$ cat config.mk
export PLATFORM = sky130hd
export DESIGN_NAME = memory_bus_arbiter
export DESIGN_NICKNAME = d
export VERILOG_FILES = /design/src/rtl/memory_bus_arbiter_pkg.sv /design/src/rtl/memory_bus_arbiter_fifo.sv /design/src/rtl/memory_bus_arbiter.sv
export SDC_FILE = /design/constraint.sdc
export NUM_CORES = 1
export LEC_CHECK = 0
export CAP_MARGIN = 20
export CORE_MARGIN = 2
export CORE_UTILIZATION = 45
export CTS_CLUSTER_SIZE = 8
export DETAILED_ROUTE_END_ITERATION = 6
export GPL_TIMING_DRIVEN = 0
export PLACE_DENSITY = 0.69
export RECOVER_POWER = 100
export SLEW_MARGIN = 20
export SYNTH_ARGS = -nofsm -noshare
export SYNTH_HDL_FRONTEND = slang
export SYNTH_SLANG_ARGS = --single-unit
$ cat constraint.sdc
create_clock -name clk -period 3.65 [get_ports clk]
set_clock_uncertainty 0.2 [all_clocks]
set_input_delay 0.73 -clock clk [delete_from_list [all_inputs] [get_ports clk]]
set_output_delay 0.73 -clock clk [all_outputs]
set_load 0.05 [all_outputs]
$ cat src/rtl/memory_bus_arbiter_pkg.sv
// Shared bus package for memory_bus_arbiter.
// Defines the bus packet layout, the packet type enum and a saturating
// counter helper used by the optional statistics counters
// (enabled by the MEMORY_BUS_STATS_EN macro in memory_bus_arbiter).
package memory_bus_arbiter_pkg;

  typedef logic [3:0]  BusID;
  typedef logic [15:0] memory_address_t;
  typedef logic [31:0] bus_packet_payload_t;

  typedef enum logic [1:0] {
    bus_read_data     = 2'd0,
    bus_write_data    = 2'd1,
    bus_read_response = 2'd2
  } bus_packet_type_t;

  // 'type' is a reserved word, so the packet type field is named ptype.
  typedef struct packed {
    bus_packet_type_t    ptype;
    BusID                source;
    memory_address_t     address;
    bus_packet_payload_t payload;
  } BusPacket;

  localparam int unsigned STAT_W = 32;

  // Increment that sticks at the all-ones value instead of wrapping.
  function automatic logic [STAT_W-1:0] sat_inc(input logic [STAT_W-1:0] value);
    return (value == {STAT_W{1'b1}}) ? value : value + 32'd1;
  endfunction

endpackage

$ cat src/rtl/memory_bus_arbiter_fifo.sv
// bus_packet_fifo: synchronous FIFO of BusPacket entries.
// Ports:
//   clk, reset        clock, synchronous active-high reset (empties the FIFO)
//   push, push_data   write an entry (ignored when full)
//   pop               remove the head entry (ignored when empty)
//   full, empty       occupancy flags
//   head              head entry, read from registered storage (no bypass,
//                     so a pushed entry becomes visible one cycle later)
module bus_packet_fifo
  import memory_bus_arbiter_pkg::*;
#(
  parameter int DEPTH = 4
) (
  input  logic     clk,
  input  logic     reset,
  input  logic     push,
  input  BusPacket push_data,
  input  logic     pop,
  output logic     full,
  output logic     empty,
  output BusPacket head
);

  localparam int AW = $clog2(DEPTH);
  localparam logic [AW:0] FULL_COUNT = (AW+1)'(DEPTH);

  BusPacket      mem_q [DEPTH];
  logic [AW-1:0] wr_ptr_q, wr_ptr_d;
  logic [AW-1:0] rd_ptr_q, rd_ptr_d;
  logic [AW:0]   count_q, count_d;
  logic          push_ok_s, pop_ok_s;

  assign full      = (count_q == FULL_COUNT);
  assign empty     = (count_q == {(AW+1){1'b0}});
  assign push_ok_s = push && !full;
  assign pop_ok_s  = pop && !empty;
  assign head      = mem_q[rd_ptr_q];

  // Next pointers and occupancy; pointers wrap naturally since DEPTH is a power of two.
  always_comb begin
    wr_ptr_d = wr_ptr_q;
    rd_ptr_d = rd_ptr_q;
    count_d  = count_q;
    if (push_ok_s) begin
      wr_ptr_d = wr_ptr_q + AW'(1);
    end else begin
      wr_ptr_d = wr_ptr_q;
    end
    if (pop_ok_s) begin
      rd_ptr_d = rd_ptr_q + AW'(1);
    end else begin
      rd_ptr_d = rd_ptr_q;
    end
    case ({push_ok_s, pop_ok_s})
      2'b10:   count_d = count_q + (AW+1)'(1);
      2'b01:   count_d = count_q - (AW+1)'(1);
      default: count_d = count_q;
    endcase
  end

  // Pointer and count registers.
  always_ff @(posedge clk) begin
    if (reset) begin
      wr_ptr_q <= {AW{1'b0}};
      rd_ptr_q <= {AW{1'b0}};
      count_q  <= {(AW+1){1'b0}};
    end else begin
      wr_ptr_q <= wr_ptr_d;
      rd_ptr_q <= rd_ptr_d;
      count_q  <= count_d;
    end
  end

  // Entry storage; contents are don't-care while the slot is unoccupied.
  always_ff @(posedge clk) begin
    if (push_ok_s) begin
      mem_q[wr_ptr_q] <= push_data;
    end
  end

endmodule

$ cat src/rtl/memory_bus_arbiter.sv
// memory_bus_arbiter: connects NUM_CLIENTS requesters to one memory port.
// A round-robin arbiter feeds a request FIFO; a response FIFO returns
// responses to the client named in each packet's source field.
// Ports:
//   clk, reset                    clock, synchronous active-high reset
//   req_valid/req_data/req_ready  per-client request channel (ready one-hot)
//   mem_req_valid/data/ready      request FIFO head towards memory
//   mem_rsp_valid/data/ready      responses from memory into response FIFO
//   rsp_valid/rsp_data/rsp_ready  response head, data broadcast, valid one-hot
// Optional macro MEMORY_BUS_STATS_EN adds stat_grants, stat_req_stalls and
// stat_rsp_drops saturating 32-bit counters.
module memory_bus_arbiter
  import memory_bus_arbiter_pkg::*;
#(
  parameter int NUM_CLIENTS = 4,
  parameter int REQ_DEPTH   = 4,
  parameter int RSP_DEPTH   = 4
) (
  input  logic                   clk,
  input  logic                   reset,
  input  logic [NUM_CLIENTS-1:0] req_valid,
  input  BusPacket [NUM_CLIENTS-1:0] req_data,
  output logic [NUM_CLIENTS-1:0] req_ready,
  output logic                   mem_req_valid,
  output BusPacket               mem_req_data,
  input  logic                   mem_req_ready,
  input  logic                   mem_rsp_valid,
  input  BusPacket               mem_rsp_data,
  output logic                   mem_rsp_ready,
  output logic [NUM_CLIENTS-1:0] rsp_valid,
  output BusPacket               rsp_data,
  input  logic [NUM_CLIENTS-1:0] rsp_ready
`ifdef MEMORY_BUS_STATS_EN
  ,
  output logic [31:0]            stat_grants,
  output logic [31:0]            stat_req_stalls,
  output logic [31:0]            stat_rsp_drops
`endif
);

  localparam int PTR_W = $clog2(NUM_CLIENTS);
  localparam logic [4:0] NUM_CLIENTS_W = 5'(NUM_CLIENTS);

  logic [PTR_W-1:0]       ptr_q, ptr_d;
  logic [PTR_W-1:0]       gnt_idx_s;
  logic [NUM_CLIENTS-1:0] grant_s;
  logic                   gnt_any_s;
  logic                   req_full_s, req_empty_s;
  logic                   rsp_full_s, rsp_empty_s;
  logic                   rsp_pop_s, rsp_in_range_s;
  logic [PTR_W-1:0]       rsp_idx_s;
  BusPacket               rsp_head_s;

  // (base + off) mod NUM_CLIENTS for base, off < NUM_CLIENTS.
  function automatic logic [PTR_W-1:0] wrap_add(input logic [PTR_W-1:0] base,
                                                input int unsigned     off);
    int unsigned sum;
    sum = 32'(base) + off;
    sum = (sum >= 32'(NUM_CLIENTS)) ? sum - 32'(NUM_CLIENTS) : sum;
    return sum[PTR_W-1:0];
  endfunction

  // Round-robin search from the pointer; a full request FIFO blocks every grant
  // regardless of a same-cycle pop, so req_ready never depends on mem_req_ready.
  always_comb begin
    grant_s   = {NUM_CLIENTS{1'b0}};
    gnt_idx_s = {PTR_W{1'b0}};
    gnt_any_s = 1'b0;
    if (!req_full_s) begin
      for (int unsigned i = 0; i < NUM_CLIENTS; i++) begin
        if (!gnt_any_s && req_valid[wrap_add(ptr_q, i)]) begin
          gnt_any_s                    = 1'b1;
          gnt_idx_s                    = wrap_add(ptr_q, i);
          grant_s[wrap_add(ptr_q, i)] = 1'b1;
        end else begin
          gnt_any_s = gnt_any_s;
        end
      end
    end else begin
      gnt_any_s = 1'b0;
    end
    ptr_d = gnt_any_s ? wrap_add(gnt_idx_s, 32'd1) : ptr_q;
  end

  // Round-robin pointer register.
  always_ff @(posedge clk) begin
    if (reset) begin
      ptr_q <= {PTR_W{1'b0}};
    end else begin
      ptr_q <= ptr_d;
    end
  end

  assign req_ready = grant_s;

  bus_packet_fifo #(.DEPTH(REQ_DEPTH)) u_req_fifo (
    .clk       (clk),
    .reset     (reset),
    .push      (gnt_any_s),
    .push_data (req_data[gnt_idx_s]),
    .pop       (mem_req_valid && mem_req_ready),
    .full      (req_full_s),
    .empty     (req_empty_s),
    .head      (mem_req_data)
  );

  assign mem_req_valid = !req_empty_s;

  bus_packet_fifo #(.DEPTH(RSP_DEPTH)) u_rsp_fifo (
    .clk       (clk),
    .reset     (reset),
    .push      (mem_rsp_valid),
    .push_data (mem_rsp_data),
    .pop       (rsp_pop_s),
    .full      (rsp_full_s),
    .empty     (rsp_empty_s),
    .head      (rsp_head_s)
  );

  assign mem_rsp_ready  = !rsp_full_s;
  assign rsp_data       = rsp_head_s;
  assign rsp_in_range_s = ({1'b0, rsp_head_s.source} < NUM_CLIENTS_W);
  // Only meaningful when in range, where the truncation is exact.
  assign rsp_idx_s      = rsp_head_s.source[PTR_W-1:0];

  // Route the head to its client; out-of-range heads are popped silently.
  always_comb begin
    rsp_valid = {NUM_CLIENTS{1'b0}};
    rsp_pop_s = 1'b0;
    if (!rsp_empty_s) begin
      if (rsp_in_range_s) begin
        rsp_valid[rsp_idx_s] = 1'b1;
        rsp_pop_s            = rsp_ready[rsp_idx_s];
      end else begin
        rsp_pop_s = 1'b1;
      end
    end else begin
      rsp_pop_s = 1'b0;
    end
  end

`ifdef MEMORY_BUS_STATS_EN
  logic [31:0] stat_grants_q, stat_req_stalls_q, stat_rsp_drops_q;
  logic        rsp_drop_s;

  assign rsp_drop_s = !rsp_empty_s && !rsp_in_range_s;

  // Saturating event counters, cleared only by reset.
  always_ff @(posedge clk) begin
    if (reset) begin
      stat_grants_q     <= 32'd0;
      stat_req_stalls_q <= 32'd0;
      stat_rsp_drops_q  <= 32'd0;
    end else begin
      if (gnt_any_s) begin
        stat_grants_q <= sat_inc(stat_grants_q);
      end
      if (|req_valid && !gnt_any_s) begin
        stat_req_stalls_q <= sat_inc(stat_req_stalls_q);
      end
      if (rsp_drop_s) begin
        stat_rsp_drops_q <= sat_inc(stat_rsp_drops_q);
      end
    end
  end

  assign stat_grants     = stat_grants_q;
  assign stat_req_stalls = stat_req_stalls_q;
  assign stat_rsp_drops  = stat_rsp_drops_q;
`endif

endmodule

# Word-level counts from Yosys, hierarchy flattened
# Memory sizes are Yosys's and may differ from the RTL's. A register that Yosys moved wholly into a read port is not among the register bits.
# Index checks and enable logic that the tools add are counted.
classes:
  addsub: 17
  n_lt_le_gt_ge: 17
  eq_ne: 6
  n_mux: 62
  bitwise: 3
  reduce_logical: 24
op_table:
  columns: ["op", "count"]
  rows:
  - ["$bmux W54 S2", 1]
  - ["$mux W54", 1]
  - ["$mux W4", 10]
  - ["$mux W2", 14]
  - ["$mux W1", 24]
  - ["$lt A2 B3 Y1 const B", 6]
  - ["$logic_and A1 B1 Y1", 13]
  - ["$ge A3 B3 Y1 const B", 4]
  - ["$or A4 B4 Y4", 3]
  - ["$pmux W3 S2", 2]
  - ["$bmux W1 S2", 5]
  - ["$demux W1 S2", 5]
  - ["$ge A2 B1 Y1 const B", 5]
  - ["$sub A2 B1 Y2 const B", 5]
  - ["$add A2 B1 Y2 const B", 4]
  - ["$logic_not A1 Y1", 7]
  - ["$add A2 B1 Y3 const B", 2]
  - ["$add A2 B2 Y3 const B", 2]
  - ["$add A3 B1 Y3 const B", 2]
  - ["$eq A3 B3 Y1 const B", 2]
  - ["$logic_not A3 Y1", 2]
  - ["$sub A3 B1 Y3 const B", 2]
  - ["$eq A2 B1 Y1 const B", 2]
  - ["$eq A2 B2 Y1 const B", 2]
  - ["other kinds (3)", 4]
totals:
  regBits: 16
  ramBits: 432
  inputBits: 282
  word_cells: 138
  n_memories: 2
mem_list:
  columns: ["memory", "depth", "word_bits", "read_ports", "rd_clocked_by_memory_dff", "write_ports", "line_no", "source"]
  rows:
  - ["u_req_fifo.mem_q", 4, 54, 1, 1, 1, "memory_bus_arbiter_fifo.sv:27", "BusPacket mem_q [DEPTH];"]
  - ["u_rsp_fifo.mem_q", 4, 54, 1, 1, 1, "memory_bus_arbiter_fifo.sv:27", null]

# Depth between registers and ports, before layout
# Gate-level depths: netlist of the first run.
depth:
  ltp_word: 21
  depth_mapped: 11

# Modules after synthesis
# A second synthesis of the first run with hierarchy kept.
hier_totals:
  hier_cells: 816
  hier_area_um2: 18754.2
by_module_without_submodules:
  columns: ["mod", "n_inst", "cells_each", "area_per_inst_um2", "seq_area_each_um2"]
  rows:
  - ["bus_packet_fifo", 2, 336, 8334.2, 6666.4]
  - ["memory_bus_arbiter", 1, 144, 2085.8, 40.0]

# Worst setup path after synthesis of the first run
# No wires, ideal clock.
synth_path:
  path_type: "register -> output"
  from: "register ptr_q[0]"
  to: "output port req_ready[0]"
  t_arrival_ns: 2.949
  t_required_ns: 2.720
  slack_ns: -0.229
  stages_incl_launch_ff: 10
  cell_sequence: "dfxtp_1 -> buf_2 -> inv_1 -> ha_1 -> mux4_2 -> nor2b_1 -> a22oi_1 -> nor2_1 -> a21oi_1 -> a21oi_1"
synth_between:
  elab_chain_len: 18
synth_rtl:
  columns: ["element", "line_no", "source"]
  rows:
  - ["start, declared", "memory_bus_arbiter.sv:44", "logic [PTR_W-1:0] ptr_q, ptr_d;"]
  - ["start signal, assigned", "memory_bus_arbiter.sv:88", "ptr_q <= {PTR_W{1'b0}};"]
  - ["start signal, assigned", "memory_bus_arbiter.sv:90", "ptr_q <= ptr_d;"]
  - ["branches (longest 16 deep; another with $add A2 B1 Y3)", null, null]
  - ["$mux W4 (*)", "memory_bus_arbiter.sv:71", "if (!gnt_any_s && req_valid[wrap_add(ptr_q, i)]) begin"]
  - ["$mux W4 (*)", "memory_bus_arbiter.sv:69", "if (!req_full_s) begin"]
  - ["end, declared", "memory_bus_arbiter.sv:23", "output logic [NUM_CLIENTS-1:0] req_ready,"]
# Mark *: on every way between the ends. The select of a mux whose other input is x is not followed.

# Worst setup path after layout of the first run
layout_path:
  from: "input port req_valid[3]"
  to: "output port req_ready[1]"
layout_between:
  elab_chain_len: 16
layout_rtl:
  columns: ["element", "line_no", "source"]
  rows:
  - ["start, declared", "memory_bus_arbiter.sv:21", "input logic [NUM_CLIENTS-1:0] req_valid,"]
  - ["$bmux W1 S2", "memory_bus_arbiter.sv:71", null]
  - ["$mux W1 (implied by the code)", "memory_bus_arbiter.sv:71", null]
  - ["$mux W1", "memory_bus_arbiter.sv:71", null]
  - ["$mux W1", "memory_bus_arbiter.sv:69", null]
  - ["$logic_not A1 Y1", "memory_bus_arbiter.sv:71", null]
  - ["$logic_and A1 B1 Y1", "memory_bus_arbiter.sv:71", null]
  - ["$mux W1", "memory_bus_arbiter.sv:71", null]
  - ["$mux W1", "memory_bus_arbiter.sv:69", null]
  - ["$logic_not A1 Y1", "memory_bus_arbiter.sv:71", null]
  - ["$logic_and A1 B1 Y1", "memory_bus_arbiter.sv:71", null]
  - ["$mux W1", "memory_bus_arbiter.sv:71", null]
  - ["$mux W1", "memory_bus_arbiter.sv:69", null]
  - ["$logic_not A1 Y1", "memory_bus_arbiter.sv:71", null]
  - ["$logic_and A1 B1 Y1", "memory_bus_arbiter.sv:71", null]
  - ["$mux W4 (*)", "memory_bus_arbiter.sv:71", null]
  - ["$mux W4 (*)", "memory_bus_arbiter.sv:69", null]
# Mark *: on every way between the ends. The rest lies on a longest branch, timed or not. The select of a mux whose other input is x is not followed.

==> out/results.tsv, run 1 <==
metric	value	unit
simple-gate share of the synthesized area	1.904	%
layout cells sized above 1	19.26	%
shortest period the worst path allows	3.684	ns
setup ws final	-0.03377	ns
part of the total power dissipated in combinational logic	43.5	%
initial antenna violation count	2	
CP bufs+invs	3	
wire length of the first global-routing pass	67.23	mm
predominant post-synthesis flop cell	sky130_fd_sc_hd__edfxtp_1	
gpl congestion	0.7593	
Synth Cell Area	18800	um2
Critical Path, Cell by Cell	dlygate4sd3_1 -> mux4_2 -> buf_4 -> a22oi_2 -> nor2_1 -> a21oi_1 -> a21oi_2 -> buf_6	
xor and xnor area share after synthesis	0.3728	%
Worst Tran Pin Value	1.458	ns
Min Hold Slack	0.3117	ns
power density relative to cell area	912.0	nW/um2
dominant cell type by area after synthesis	sky130_fd_sc_hd__edfxtp_1	
Detailed Routing Iterations Pass 1	5	
worst hold path class	flip-flop to flip-flop	
area fraction of the dominant cell type after synthesis	69.01	%
DRC violations left	0	
count leader, synth	sky130_fd_sc_hd__edfxtp_1	
total count of max-transition violations in the final report	0	
share of flip-flops with an asynchronous set or reset	0	%
nets in the synthesized netlist	1231	
largest family of logic cells by synthesized area	multiplexers	
number of sinks handled by clock tree synthesis	452	
DP Worst Slack	-0.7581	ns
effective utilization at floorplan	45.83	%
clk root buf	sky130_fd_sc_hd__clkbuf_16	
post-synthesis to final-layout area growth	35.48	%
Clock Pin Slew Worst Setup and Hold Paths	0.04	ns
final number of setup-violating endpoints	4	
Clock Power Share	22.8	%
LEAKAGE	0.008979	uW
total clock buffers created by CTS	66	
clock latency reported for the late side of the worst-skew pair	0.55	ns
Top Ports	400	
proportion of synthesized chip area in sequential cells	71.14	%
worst slew margin relative to its limit	2.751	%
Global Route Usage Sum	20.81	%
Final Cycle Share	100.9	%
routed wire length	45.16	mm
worst setup path class	input pin to output port	
sum of met3 wire segment lengths after detailed routing	2.924	mm
floorplan row count	74	
number of routed nets with antenna violations	0	
synthesized-area fraction occupied by ao, oa, aoi and oai cells	1.345	%
top post-synthesis cells by count	sky130_fd_sc_hd__edfxtp_1, sky130_fd_sc_hd__mux2i_1, sky130_fd_sc_hd__mux4_2	
Setup TNS	-0.05546	ns
Worst Path Max Fanout	9	
Critical Path RT	2.72	ns
failing checks	setup timing	
Die Outline Area	43420	um2
endpoint arrival time on the critical path	2.75	ns
count of buffers inserted at the top-level ports	398	
total via count after detailed routing	10560	
DR iter-0 viols	655	
switching power of the nets	8901	uW
Fillers	3007	
launching element type of the critical path	input pin	
number of distinct library cells after synthesis	46	
height of the die	208.4	um
Synth Warn #	0	
number of enable-type register cells in the synthesized netlist	432	
core box area	41020	um2
outcome	finished with violations	
Peak supply drop	413.4	uV
routed length per placed instance	23.02	um
Post-layout nets	1714	
share of total power consumed by net switching	38.33	%
total chip power	23220	uW
pin count of the biggest net entering global routing	46	
Post-Synthesis Cells	930	
max-cap viol count	0	
FMAX	0.2715	GHz
# H-tree levels	3	
horizontal die dimension	208.4	um
flip-flop and latch count after synthesis	452	
internal cell power	14320	uW
CP delay by family, top	buffers and inverters	
CTS Buffer Depth	3	
HPWL Detailed	31.95	mm
highest routing layer actually used	met5	
routed via count divided by cell count	5.380	
largest stage delay on the critical path	0.64	ns
critical path endpoint category	output port	
sum of overflow across all layers after global routing	0	
relative contribution of sequential cells to total power	33.7	%
most area-consuming cells after synthesis	sky130_fd_sc_hd__edfxtp_1, sky130_fd_sc_hd__mux4_2, sky130_fd_sc_hd__mux2i_1, sky130_fd_sc_hd__dfxtp_1, sky130_fd_sc_hd__ha_1	
CTS tree	yes	
average size of a mapped cell	20.21	um2
adder-cell share of the synthesized area	1.345	%
critical path's slowest cell	sky130_fd_sc_hd__dlygate4sd3_1	
via count of the first global-routing pass	11090	
unrepaired setup endpoints after global routing	true	
post-synthesis mux area share	22.31	%
Hold Vio Cnt, Final	0	
Routed met2 length	22.76	mm
routed metal-1 wirelength	18.71	mm
==> through the flow <==
stage | instances | area, um2 | util, %
4_1_cts | 1956 | 25510 | 62.19
6_report | 1962 | 25470 | 62.09
5_1_grt | 1960 | 25460 | 62.07
3_3_place_gp | 1860 | 23460 | 57.20
3_5_place_dp | 1868 | 23700 | 57.77
2_1_floorplan | 930 | 18810 | -
==> worst min-delay path: stages, from the launching register on <==
cell	delay, ns
sky130_fd_sc_hd__dfxtp_1	0.30
sky130_fd_sc_hd__o21ai_0	0.09
sky130_fd_sc_hd__a21oi_1	0.07
==> cells by family after synthesis <==
kind of cell               Yosys count
AOI/OAI and AO/OA                   38
xor gates and xnor gates             8
adders and majority gates           19
buffers and inverters               62
DFF                                452
muxes                              280
and+or+nand+nor                     71
==> placed cells by master, fill, tap and decap left out, types with 9 or more instances in the layout <==
master / n
sky130_fd_sc_hd__mux2i_1: 167
sky130_fd_sc_hd__buf_4: 14
sky130_fd_sc_hd__dlygate4sd3_1: 62
sky130_fd_sc_hd__clkbuf_1: 14
sky130_fd_sc_hd__nor2_1: 27
sky130_fd_sc_hd__clkbuf_2: 13
sky130_fd_sc_hd__buf_2: 16
sky130_fd_sc_hd__clkdlybuf4s50_1: 226
sky130_fd_sc_hd__dlygate4sd2_1: 97
sky130_fd_sc_hd__buf_6: 12
sky130_fd_sc_hd__a21oi_1: 9
sky130_fd_sc_hd__ha_1: 16
sky130_fd_sc_hd__mux4_2: 111
sky130_fd_sc_hd__clkbuf_16: 67
sky130_fd_sc_hd__nand2_1: 11
sky130_fd_sc_hd__dfxtp_1: 16
sky130_fd_sc_hd__inv_1: 14
sky130_fd_sc_hd__edfxtp_1: 432
==> path summary, 6_finish.rpt <==
check	start	end	slack, ns	depth (start not counted)
setup / recovery	req_valid[3]	req_ready[1]	-0.03	8
hold / removal	u_rsp_fifo.rd_ptr_q[1]	u_rsp_fifo.rd_ptr_q[1]	0.31	2
setup reg to reg	flip-flop	u_rsp_fifo.count_q[2]	0.22	10
hold reg to reg	u_rsp_fifo.rd_ptr_q[1]	u_rsp_fifo.rd_ptr_q[1]	0.31	2
==> routing by layer <==
| layer | up-vias | GRT usage (%) |
|---|---|---|
| met5 | - | 0 |
| met4 | 2 | 5.830 |
| met3 | 52 | 5.026 |
| met2 | 387 | 35.07 |
| met1 | 5344 | 27.08 |
| li1 | 4771 | - |
==> state kept, by name, indices dropped and copies added (netlist names), named ones only <==
signal               cells
u_rsp_fifo.mem_q       216
u_rsp_fifo.count_q       3
u_req_fifo.count_q       3
u_rsp_fifo.wr_ptr_q      2
u_rsp_fifo.rd_ptr_q      2
ptr_q                    2
u_req_fifo.rd_ptr_q      2
u_req_fifo.mem_q       216
u_req_fifo.wr_ptr_q      2
==> power groups by stage <==
stage | sequential [uW] | clock, uW | combinational, uW
6_report | 7830 | 5290 | 10100
3_3_place_gp | 7890 | 0 | 10400
4_1_cts | 7820 | 5420 | 10300
3_5_place_dp | 7880 | 0 | 10600
5_1_grt | 7930 | 5650 | 10600
2_1_floorplan | 7800 | 0 | 7000
==> what timing repair did <==
item                                    4_1_cts  5_1_grt
pin swaps                                     5       11
setup buffers                                 7        5
resized for setup                           203       14
endpoints found under the setup margin      312       43
hold buffers                                  0        0
==> area by class of cell <==
type	instances	area [um2]	area share, %
antenna	2	5.005	0.01965
tap	532	665.6	2.614
buffer	43	281.5	1.105
timing repair buffer	418	4080	16.02
sequential	452	13380	52.55
clock buffer	77	1714	6.731
inverter	16	67.56	0.2653
multi-input combinational	416	5194	20.40
clock inverter	6	75.07	0.2948
(Power assumes the default switching activity.)
==> run 2: changes to the inputs <==
==> constraint.sdc (replaced) <==
create_clock -name clk -period 4.2 [get_ports clk]
set_clock_uncertainty 0.2 [all_clocks]
set_input_delay 0.84 -clock clk [delete_from_list [all_inputs] [get_ports clk]]
set_output_delay 0.84 -clock clk [all_outputs]
set_load 0.05 [all_outputs]
==> out/results.tsv, run 2 (synthesis results as in run 1) <==
metric	value	unit	change
# H-tree levels	3		unchanged
HPWL Detailed	31.89	mm	was 31.95 mm
clk root buf	sky130_fd_sc_hd__clkbuf_16		unchanged
FMAX	0.2452	GHz	
layout cells sized above 1	16.88	%	was 19.26%
worst setup path class	flip-flop to output port		was input pin to output port
pin count of the biggest net entering global routing	42		was 46
Post-layout nets	1705		was 1714
total via count after detailed routing	10570		was 10560
setup ws final	0.1222	ns	was -0.03377 ns
critical path endpoint category	output port		unchanged
relative contribution of sequential cells to total power	33.7	%	about the same
initial antenna violation count	3		was 2
max-cap viol count	2		was 0
launching element type of the critical path	flip-flop		was input pin
number of routed nets with antenna violations	0		unchanged
DP Worst Slack	-0.4687	ns	was -0.7581 ns
horizontal die dimension	208.4	um	unchanged
CTS tree	yes		unchanged
Clock Power Share	23.3	%	was 22.8%
most frequent cells in the layout	sky130_fd_sc_hd__edfxtp_1, sky130_fd_sc_hd__clkdlybuf4s50_1, sky130_fd_sc_hd__mux2i_1		unchanged
Clock Pin Slew Worst Setup and Hold Paths	0.05	ns	was 0.04 ns
DRC violations left	0		unchanged
number of sinks handled by clock tree synthesis	452		unchanged
shortest period the worst path allows	4.078	ns	
routed via count divided by cell count	5.386		was 5.380
worst slew margin relative to its limit	-3.073	%	was 2.751%
total count of max-transition violations in the final report	46		was 0
Global Route Usage Sum	20.87	%	was 20.81%
floorplan row count	74		unchanged
clock latency reported for the late side of the worst-skew pair	0.57	ns	was 0.55 ns
LEAKAGE	0.008758	uW	was 0.008979 uW
outcome	finished with violations		unchanged
failing checks	capacitance limit, slew limit		was setup timing
Peak supply drop	527.4	uV	was 413.4 uV
unrepaired setup endpoints after global routing	false		was true
Final Cycle Share	97.09	%	
CTS Buffer Depth	3		unchanged
most common library cell in the layout ignoring fill and taps	sky130_fd_sc_hd__edfxtp_1		unchanged
Die Outline Area	43420	um2	unchanged
via count of the first global-routing pass	11040		was 11090
cts hold-fix bufs	0		unchanged
Detailed Routing Iterations Pass 1	5		unchanged
worst hold path class	flip-flop to flip-flop		unchanged
sum of overflow across all layers after global routing	0		unchanged
count of buffers inserted at the top-level ports	398		unchanged
part of the total power dissipated in combinational logic	43.1	%	was 43.5%
internal cell power	12580	uW	was 14320 uW
Worst Tran Pin Value	1.545	ns	was 1.458 ns
Critical Path RT	3.16	ns	was 2.72 ns
Worst Path Max Fanout	10		was 9
Fillers	2958		was 3007
gpl congestion	0.7843		was 0.7593
switching power of the nets	7658	uW	was 8901 uW
effective utilization at floorplan	45.83	%	unchanged
post-synthesis to final-layout area growth	35.29	%	was 35.48%
share of total power consumed by net switching	37.85	%	was 38.33%
core box area	41020	um2	unchanged
wire length of the first global-routing pass	67.15	mm	was 67.23 mm
power density relative to cell area	795.7	nW/um2	was 912.0 nW/um2
DR iter-0 viols	587		was 655
final design area excluding fillers	25430	um2	was 25470 um2
endpoint arrival time on the critical path	3.04	ns	was 2.75 ns
largest registers in the final layout	u_req_fifo.mem_q: 216 flops, u_rsp_fifo.mem_q: 216 flops		unchanged
total clock buffers created by CTS	66		unchanged
instance area after placement	23650	um2	was 23700 um2
routed wire length	45.25	mm	was 45.16 mm
Top Ports	400		unchanged
height of the die	208.4	um	unchanged
total area of sequential cells	13380	um2	about the same
multi-input combinational cell area	5136	um2	was 5194 um2
routed length per placed instance	23.05	um	was 23.02 um
final number of setup-violating endpoints	0		was 4
Hold Vio Cnt, Final	0		unchanged
-- run 2: power groups by stage --
| stage | Sequential (uW) | Combinational (uW) | Clock, uW |
|---|---|---|---|
| floorplan | 6780 | 6060 | 0 |
| global placement | 6860 | 8930 | 0 |
| detailed placement | 6850 | 9130 | 0 |
| CTS | 6800 | 9200 | 4810 |
| global route | 6900 | 9180 | 5010 |
| finish | 6810 | 8720 | 4710 |
-- run 2: per-layer routing --
metal / routed length (um) / up-vias / GRT usage, %
li1: - / 4751 / -
met1: 18710 / 5430 / 27.06
met2: 23160 / 327 / 35.17
met3: 2633 / 63 / 5.177
met4: 739 / 2 / 5.830
met5: 15 / - / 0
-- run 2: cell type report --
class / instances / share of cell area [%]
clock buffer: 85 / 6.859
multi-input combinational: 416 / 20.20
sequential: 452 / 52.60
tap: 532 / 2.618
buffer: 45 / 1.102
clock inverter: 7 / 0.3838
timing repair buffer: 407 / 15.97
inverter: 16 / 0.2362
antenna: 3 / 0.02952
-- run 2: worst max-delay path, stage by stage (launching register included) --
cell	delay, ns
sky130_fd_sc_hd__dfxtp_2	0.40
sky130_fd_sc_hd__buf_6	0.16
sky130_fd_sc_hd__inv_1	0.13
sky130_fd_sc_hd__ha_4	0.30
sky130_fd_sc_hd__or3b_2	0.44
sky130_fd_sc_hd__a21oi_1	0.16
sky130_fd_sc_hd__o31a_1	0.29
sky130_fd_sc_hd__a21oi_1	0.11
sky130_fd_sc_hd__a21oi_1	0.22
sky130_fd_sc_hd__buf_4	0.24
-- run 2: through the flow --
stage / cells / utilization [%] / setup TNS (ns) / power (uW) / hold WS [ns]
after floorplan: 930 / - / 0 / 12850 / 0.2692
after global placement: 1860 / 57.16 / -216.32 / 15780 / 0.2899
after detailed placement: 1868 / 57.66 / -2.059 / 15980 / 0.3001
after CTS: 1960 / 62.36 / 0 / 20810 / 0.3070
after global routing: 1960 / 61.98 / 0 / 21090 / 0.3336
final: 1963 / 62.00 / 0 / 20230 / 0.3034
-- run 2: path summary, 6_finish.rpt --
check	start	endpoint	slack, ns	cells after the start
setup / recovery	ptr_q[0]	req_ready[1]	0.12	9
hold / removal	u_req_fifo.wr_ptr_q[1]	u_req_fifo.wr_ptr_q[1]	0.30	2
setup reg to reg	ptr_q[0]	u_req_fifo.mem_q[2][51]	0.35	11
hold reg to reg	u_req_fifo.wr_ptr_q[1]	u_req_fifo.wr_ptr_q[1]	0.30	2
-- run 2: what timing repair did --
item / 4_1_cts / 5_1_grt
setup buffers: 1 / 0
gates resized for setup: 59 / 1
cloned: 0 / 0
endpoints found under the setup margin: 90 / 4
